`config.mk`:
```
export PLATFORM = sky130hd
export DESIGN_NAME = full_adder_4bit_flat
export DESIGN_NICKNAME = d
export VERILOG_FILES = /design/src/rtl/full_adder_4bit_if.sv /design/src/rtl/full_adder_4bit.sv /design/src/flat_wrapper.sv
export SDC_FILE = /design/constraint.sdc
export NUM_CORES = 1
export LEC_CHECK = 0
export CAP_MARGIN = 10
export CORE_AREA = 2 2 39 41
export DETAILED_ROUTE_END_ITERATION = 16
export DIE_AREA = 0 0 41 43
export PLACE_DENSITY = 0.67
export REMOVE_ABC_BUFFERS = 1
export SLEW_MARGIN = 10
export SYNTH_ARGS = -nofsm -noshare
export SYNTH_HDL_FRONTEND = slang
export SYNTH_SLANG_ARGS = --single-unit
```
`constraint.sdc`:
```
create_clock -name clk -period 1.1 [get_ports clk]
set_input_delay 0.11 -clock clk [delete_from_list [all_inputs] [get_ports clk]]
set_output_delay 0.11 -clock clk [all_outputs]
set_load 0.01 [all_outputs]
```
`src/rtl/full_adder_4bit_if.sv`:
```
`default_nettype none
// ============================================================================
// Module      : full_adder_4bit_if
// Description : Operand/result bus for the registered ripple-carry adder.
//               The master drives operands and observes results; the slave
//               (the adder) drives results.
// Revision    : 1.0 - initial release
// ============================================================================
interface full_adder_4bit_if #(
  parameter int WIDTH = 4
);
  logic             in_valid;
  logic [WIDTH-1:0] A;
  logic [WIDTH-1:0] B;
  logic             Cin;
  logic [WIDTH-1:0] S;
  logic             Cout;
  logic             overflow;
  logic             zero;
  logic             out_valid;

  modport master (
    output in_valid, A, B, Cin,
    input  S, Cout, overflow, zero, out_valid
  );

  modport slave (
    input  in_valid, A, B, Cin,
    output S, Cout, overflow, zero, out_valid
  );
endinterface
`default_nettype wire

```
`src/rtl/full_adder_4bit.sv`:
```
`default_nettype none
// ============================================================================
// Module      : full_adder_4bit
// Description : WIDTH-bit ripple-carry adder built from 1-bit full-adder
//               cells, with registered sum, carry-out, signed overflow and
//               zero flags. One result per valid cycle, latency 1.
//               Asynchronous active-low reset with synchronized release.
// Revision    : 1.0 - initial release
// ============================================================================
module full_adder_4bit #(
  parameter int WIDTH = 4
) (
  input  wire logic         clk,
  input  wire logic         rst_n,
  full_adder_4bit_if.slave  bus
);

  logic [WIDTH:0]   w_carry;
  logic [WIDTH-1:0] w_sum;
  logic             w_overflow;
  logic             w_zero;
  logic             w_run;
  logic [1:0]       r_rst_sync;
  logic [WIDTH-1:0] r_s;
  logic             r_cout;
  logic             r_overflow;
  logic             r_zero;
  logic             r_out_valid;

  assign w_carry[0] = bus.Cin;

  // One full-adder cell per bit; carry ripples from bit 0 upward.
  generate
    for (genvar i = 0; i < WIDTH; i++) begin : g_bit
      assign w_sum[i]       = bus.A[i] ^ bus.B[i] ^ w_carry[i];
      assign w_carry[i + 1] = (bus.A[i] & bus.B[i]) |
                              (w_carry[i] & (bus.A[i] ^ bus.B[i]));
    end
  endgenerate

  // Signed overflow: carry into the MSB cell disagrees with carry out of it.
  assign w_overflow = w_carry[WIDTH] ^ w_carry[WIDTH-1];
  // Zero looks only at the sum bits; the carry-out is deliberately ignored.
  assign w_zero     = ~|w_sum;
  // Captures are allowed only once the release has crossed both sync stages.
  assign w_run      = r_rst_sync[1];

  // Reset synchronizer: assert immediately, release after two clk edges.
  always_ff @(posedge clk or negedge rst_n) begin
    if (!rst_n) begin
      r_rst_sync <= 2'b00;
    end else begin
      r_rst_sync <= {r_rst_sync[0], 1'b1};
    end
  end

  // Result registers: load on valid, otherwise hold data and drop out_valid.
  always_ff @(posedge clk or negedge rst_n) begin
    if (!rst_n) begin
      r_s         <= '0;
      r_cout      <= 1'b0;
      r_overflow  <= 1'b0;
      r_zero      <= 1'b0;
      r_out_valid <= 1'b0;
    end else if (w_run && bus.in_valid) begin
      r_s         <= w_sum;
      r_cout      <= w_carry[WIDTH];
      r_overflow  <= w_overflow;
      r_zero      <= w_zero;
      r_out_valid <= 1'b1;
    end else begin
      r_out_valid <= 1'b0;
    end
  end

  assign bus.S         = r_s;
  assign bus.Cout      = r_cout;
  assign bus.overflow  = r_overflow;
  assign bus.zero      = r_zero;
  assign bus.out_valid = r_out_valid;

endmodule
`default_nettype wire

```
`src/flat_wrapper.sv`:
```
// flat-port wrapper written by rule: the top's interface ports become plain ports
module full_adder_4bit_flat 
#(
  parameter int WIDTH = 4
)
  (clk, rst_n, bus_in_valid, bus_A, bus_B, bus_Cin, bus_S, bus_Cout, bus_overflow, bus_zero, bus_out_valid);
  full_adder_4bit_if #(.WIDTH(WIDTH)) bus_i ();
  input  wire logic clk;
  input  wire logic rst_n;
  input wire logic [$bits(bus_i.in_valid)-1:0] bus_in_valid;
  input wire logic [$bits(bus_i.A)-1:0] bus_A;
  input wire logic [$bits(bus_i.B)-1:0] bus_B;
  input wire logic [$bits(bus_i.Cin)-1:0] bus_Cin;
  output wire logic [$bits(bus_i.S)-1:0] bus_S;
  output wire logic [$bits(bus_i.Cout)-1:0] bus_Cout;
  output wire logic [$bits(bus_i.overflow)-1:0] bus_overflow;
  output wire logic [$bits(bus_i.zero)-1:0] bus_zero;
  output wire logic [$bits(bus_i.out_valid)-1:0] bus_out_valid;
  assign bus_i.in_valid = bus_in_valid;
  assign bus_i.A = bus_A;
  assign bus_i.B = bus_B;
  assign bus_i.Cin = bus_Cin;
  assign bus_S = bus_i.S;
  assign bus_Cout = bus_i.Cout;
  assign bus_overflow = bus_i.overflow;
  assign bus_zero = bus_i.zero;
  assign bus_out_valid = bus_i.out_valid;
  full_adder_4bit #(.WIDTH(WIDTH)) u_core (.clk(clk), .rst_n(rst_n), .bus(bus_i));
endmodule
```
* Word-level counts from Yosys, hierarchy flattened
Cells that the tools add are included.
** Word-level totals
- Flip-flop bits (word level) :: 10
- Input port bits :: 12
- Word-level logic and storage cells :: 31
** Operators by class
- Reduce and logical (&&, ||, !) cells :: 3
- Bitwise operators :: 21
- Muxes and demuxes :: 1
** Operators by type and width (count)
- 1-bit XOR :: 9
- 1-bit bitwise AND :: 8
- 1-bit bitwise OR :: 4
- 4-bit OR reduction :: 1
- 1-bit logical AND :: 1
- 1-bit logical NOT :: 1
- 1-bit 2-to-1 mux :: 1

* Logic depth before layout (Yosys ltp)
- Depth after elaboration :: 10
- Depth in mapped cells :: 7
- Gate-level depth less buffers :: 7

* Worst setup path after synthesis
Ideal clock, no wire load.
- Kind :: input port to flip-flop
- Start :: input bus_Cin
- End :: register u_core.r_zero, in the netlist u_core.bus.zero
- Slack :: -1203 ps
- Data arrival time :: 2178 ps
- Data required time :: 975 ps
- Stages :: 7
- Library setup time :: 125 ps
- Path through :: fa_1 > fa_1 > fa_1 > inv_1 > fa_1 > nor4b_1 > mux2_2
** Between the ends
- Longest elaborated chain between the ends :: 9
- Elaborated cells between the ends (all ways) :: 12
** RTL lines
- from (decl) :: RTL line flat_wrapper.sv:13 : input wire logic [$bits(bus_i.Cin)-1:0] bus_Cin;
- 1-bit bitwise AND :: RTL line full_adder_4bit.sv:37 : (w_carry[i] & (bus.A[i] ^ bus.B[i]));
- 1-bit bitwise OR :: RTL line full_adder_4bit.sv:36 : assign w_carry[i + 1] = (bus.A[i] & bus.B[i]) |
- 1-bit bitwise AND :: RTL line full_adder_4bit.sv:37
- 1-bit bitwise OR :: RTL line full_adder_4bit.sv:36
- 1-bit bitwise AND :: RTL line full_adder_4bit.sv:37
- 1-bit bitwise OR :: RTL line full_adder_4bit.sv:36
- 1-bit XOR :: RTL line full_adder_4bit.sv:35 : assign w_sum[i] = bus.A[i] ^ bus.B[i] ^ w_carry[i];
- 4-bit OR reduction (*) :: RTL line full_adder_4bit.sv:44 : assign w_zero = ~|w_sum;
- 1-bit logical NOT (*) :: RTL line full_adder_4bit.sv:44
- to (signal assigned) :: RTL line full_adder_4bit.sv:69 : r_zero <= w_zero;
- to (decl) :: RTL line full_adder_4bit.sv:27 : logic r_zero;
Every way passes the cells marked *; elsewhere a longest branch is shown, timed or not.
A chain may end at the register's enable or synchronous reset.

* Final worst setup path
- Start :: input bus_A[0]
- End :: register u_core.r_zero, in the netlist u_core.bus.zero
** Between the ends
- Longest elaborated chain between the ends :: 10
- Elaborated cells between the ends (all ways) :: 14
** RTL lines
- from (decl) :: RTL line flat_wrapper.sv:11 : input wire logic [$bits(bus_i.A)-1:0] bus_A;
- 1-bit XOR :: RTL line full_adder_4bit.sv:35, full_adder_4bit.sv:37
- 1-bit bitwise AND :: RTL line full_adder_4bit.sv:37
- 1-bit bitwise OR :: RTL line full_adder_4bit.sv:36
- 1-bit bitwise AND :: RTL line full_adder_4bit.sv:37
- 1-bit bitwise OR :: RTL line full_adder_4bit.sv:36
- 1-bit bitwise AND :: RTL line full_adder_4bit.sv:37
- 1-bit bitwise OR :: RTL line full_adder_4bit.sv:36
- 1-bit XOR :: RTL line full_adder_4bit.sv:35
- 4-bit OR reduction (*) :: RTL line full_adder_4bit.sv:44
- 1-bit logical NOT (*) :: RTL line full_adder_4bit.sv:44
Marks and branches as above.

==> run summary <==
Outcome = finished with violations
Failing checks = negative setup slack
Worst path most repeated cell = fa_2
Die Ht = 43 µm
Root buffer cell = clkbuf_4
Placed inst area = 689.4 µm²
Commonest cells after routing, fill and taps aside = 10 x dfrtp_1, 8 x dlygate4sd2_1, 7 x clkdlybuf4s50_1
CTS buffer count = 3
Overall power = 1165 µW
Largest stage delay, worst path = 420 ps
Die W = 41 µm
Netlist cell types = 9
Antenna cells = 0
Hold_buf cts = 0
Worst vdd ir = 0.7921 mV
Final HPWL DP = 606.8 µm
Critical path class = in -> reg
Vias = 325
Critical path capture point type = register
RR Startpoint = u_core.r_rst_sync[1]
GR Overflow Total = 0
Worst Clk Skew = 4.177 ps
Initial drt markers = 0
ANT nets after route = 0
Reg-to-reg critical path endpoint = u_core.bus.S[2]
Startpoint types = input port
Placeable Area = 1384 µm²
Syn_area_per_cell = 14.73 µm²
Die Area = 1763 µm²
Commonest non-fill, non-tap cell in the layout = dfrtp_1
Mapped cell area = 456.7 µm²
Layout area overhead = 73.70%
Mapped Cells = 31
CP arrival = 2200 ps
First-pass GRT wire length = 1435 µm
Placer Congestion = 0.6443
Detailed-route DRC error count = 0
Max Fclk = 0.4854 GHz
Clock Path Buffers = 2
Vias in the first global route = 341
Crit-path cells = buf_6 > fa_2 > fa_2 > fa_2 > inv_2 > fa_1 > nor4b_4 > mux2_4
Worst-Skew Late Latency = 260 ps
Seq/Total Area, Yosys = 54.79%
GRT Total Usage = 12.62%
Initial DRT Pass Iterations = 1
Hold Fails Final Rpt = 0
Required time worst endpoint = 1240 ps
RSZ-0062 raised after global routing = yes
Worst Slack Setup Final = -960.0 ps
Clock-pin transition on the worst setup and hold timing paths = 70 ps
DR vias/cell = 4.221
Worst Hold Class = in -> async
CP max FO = 2
Final Instance Area = 793.3 µm²
Initial Util = 33.00%
Static leakage = 0.0004111 µW
CTS Sinks = 10
H-tree Lvls = 1
PwrDens = 1468 nW/µm²
IO Pins = 20
Reg-to-reg slack, setup = 110 ps
Buffers on Ports = 19
Antenna violations before repair = 0
Fin crit period = 2060 ps
Pin count of the biggest net entering global routing = 11
Final net count = 78
Seq cells post-synth = 10
Max-slew violations = 0
Final hold slack = 155.8 ps
Final Util = 57.32%
WL/cell = 9.922 µm
Cells on worst reg2reg path = 2
CP max stage cell = fa_1
Layout cells sized above 1 = 42.62%
Final setup viols = 6
Max-cap viol count = 0
Rows = 14
Final period util = 187.3%
Total Neg Setup Slack = -3665 ps
CTS tree = built
YS warnings = 0
Drt total wl = 764 µm
[worst max path at each step]
stage | startpoint | to | slack (ps) | cells after the start
final | bus_A[0] | u_core.bus.zero | -960 | 8
after floorplan | bus_Cin | u_core.bus.zero | -1200 | 7
after global placement | bus_Cin | u_core.bus.zero | -1710 | 8
after detailed placement | bus_Cin | u_core.bus.zero | -1740 | 8
after global routing | bus_A[0] | u_core.bus.zero | -1010 | 8
after CTS | bus_A[0] | u_core.bus.zero | -1010 | 8
[report_power, final]
group / leakage, µW / switching, µW / internal [µW] / total (µW)
combinational: 0.000270 / 147 / 233 / 380
sequential: 0.000120 / 29.9 / 435 / 465
clock: 0.0000210 / 119 / 201 / 320
total: 0.000411 / 296 / 869 / 1160
[through the flow]
| step | cells | setup WS (ps) |
|---|---|---|
| 2_1_floorplan | 31 | -1203 |
| 3_3_place_gp | 69 | -1709 |
| 3_5_place_dp | 69 | -1741 |
| 4_1_cts | 77 | -1011 |
| 5_1_grt | 77 | -1014 |
| 6_report | 77 | -960.0 |
[critical path, delay by kind of cell]
family        cells  cell delay [ps]
fa+ha+maj         4             1520
buf+inv           2              150
mux               1              260
simple gates      1              150
[metal layers]
layer	vias to the layer above	GRT usage (%)	share of wire [%]
li1	155	-	-
met1	158	16.21	42
met2	10	18.13	51
met3	2	3.141	5.4
met4	0	8.000	0.65
met5	-	0	0
[Yosys cell counts (all sizes together)]
cell type  instances  share of area, %
inv                6               4.9
fa                 4                18
conb               1              0.82
mux2i              2               4.4
xnor2              1               1.9
nor4b              1               1.9
mux2               5                12
dfrtp             10                55
nand2              1               1.4
[cells by family after synthesis]
family	count (synthesis)	synth area share [%]
flops	10	54.79
mux	7	16.71
xor+xnor	1	1.918
buf+inv	6	4.931
simple gates	2	3.289
other cells	1	0.8211
fa+ha+maj	4	17.53
[registers in the layout (all words and copies together), names as in the netlist]
| register | flops |
|---|---|
| u_core.bus.S | 4 |
| u_core.r_rst_sync | 2 |
| u_core.bus.out_valid | 1 |
| u_core.bus.overflow | 1 |
| u_core.bus.Cout | 1 |
| u_core.bus.zero | 1 |
[cell type report]
| cell class | instances | area (µm²) |
|---|---|---|
| clock buffers | 4 | 36.28 |
| multi-input cells | 15 | 226.5 |
| inverters | 6 | 22.52 |
| fillers | 122 | 590.6 |
| flip-flops and latches | 10 | 250.2 |
| well taps | 16 | 20.02 |
| repair buffers | 26 | 237.7 |
[what timing repair did]
item / 4_1_cts / 5_1_grt
resized for setup: 33 / 3
pin swaps: 4 / 4
buffers inserted: 5 / 2
setup endpoints to repair: 15 / 7
No activity file was read; power rests on OpenSTA's default activity.
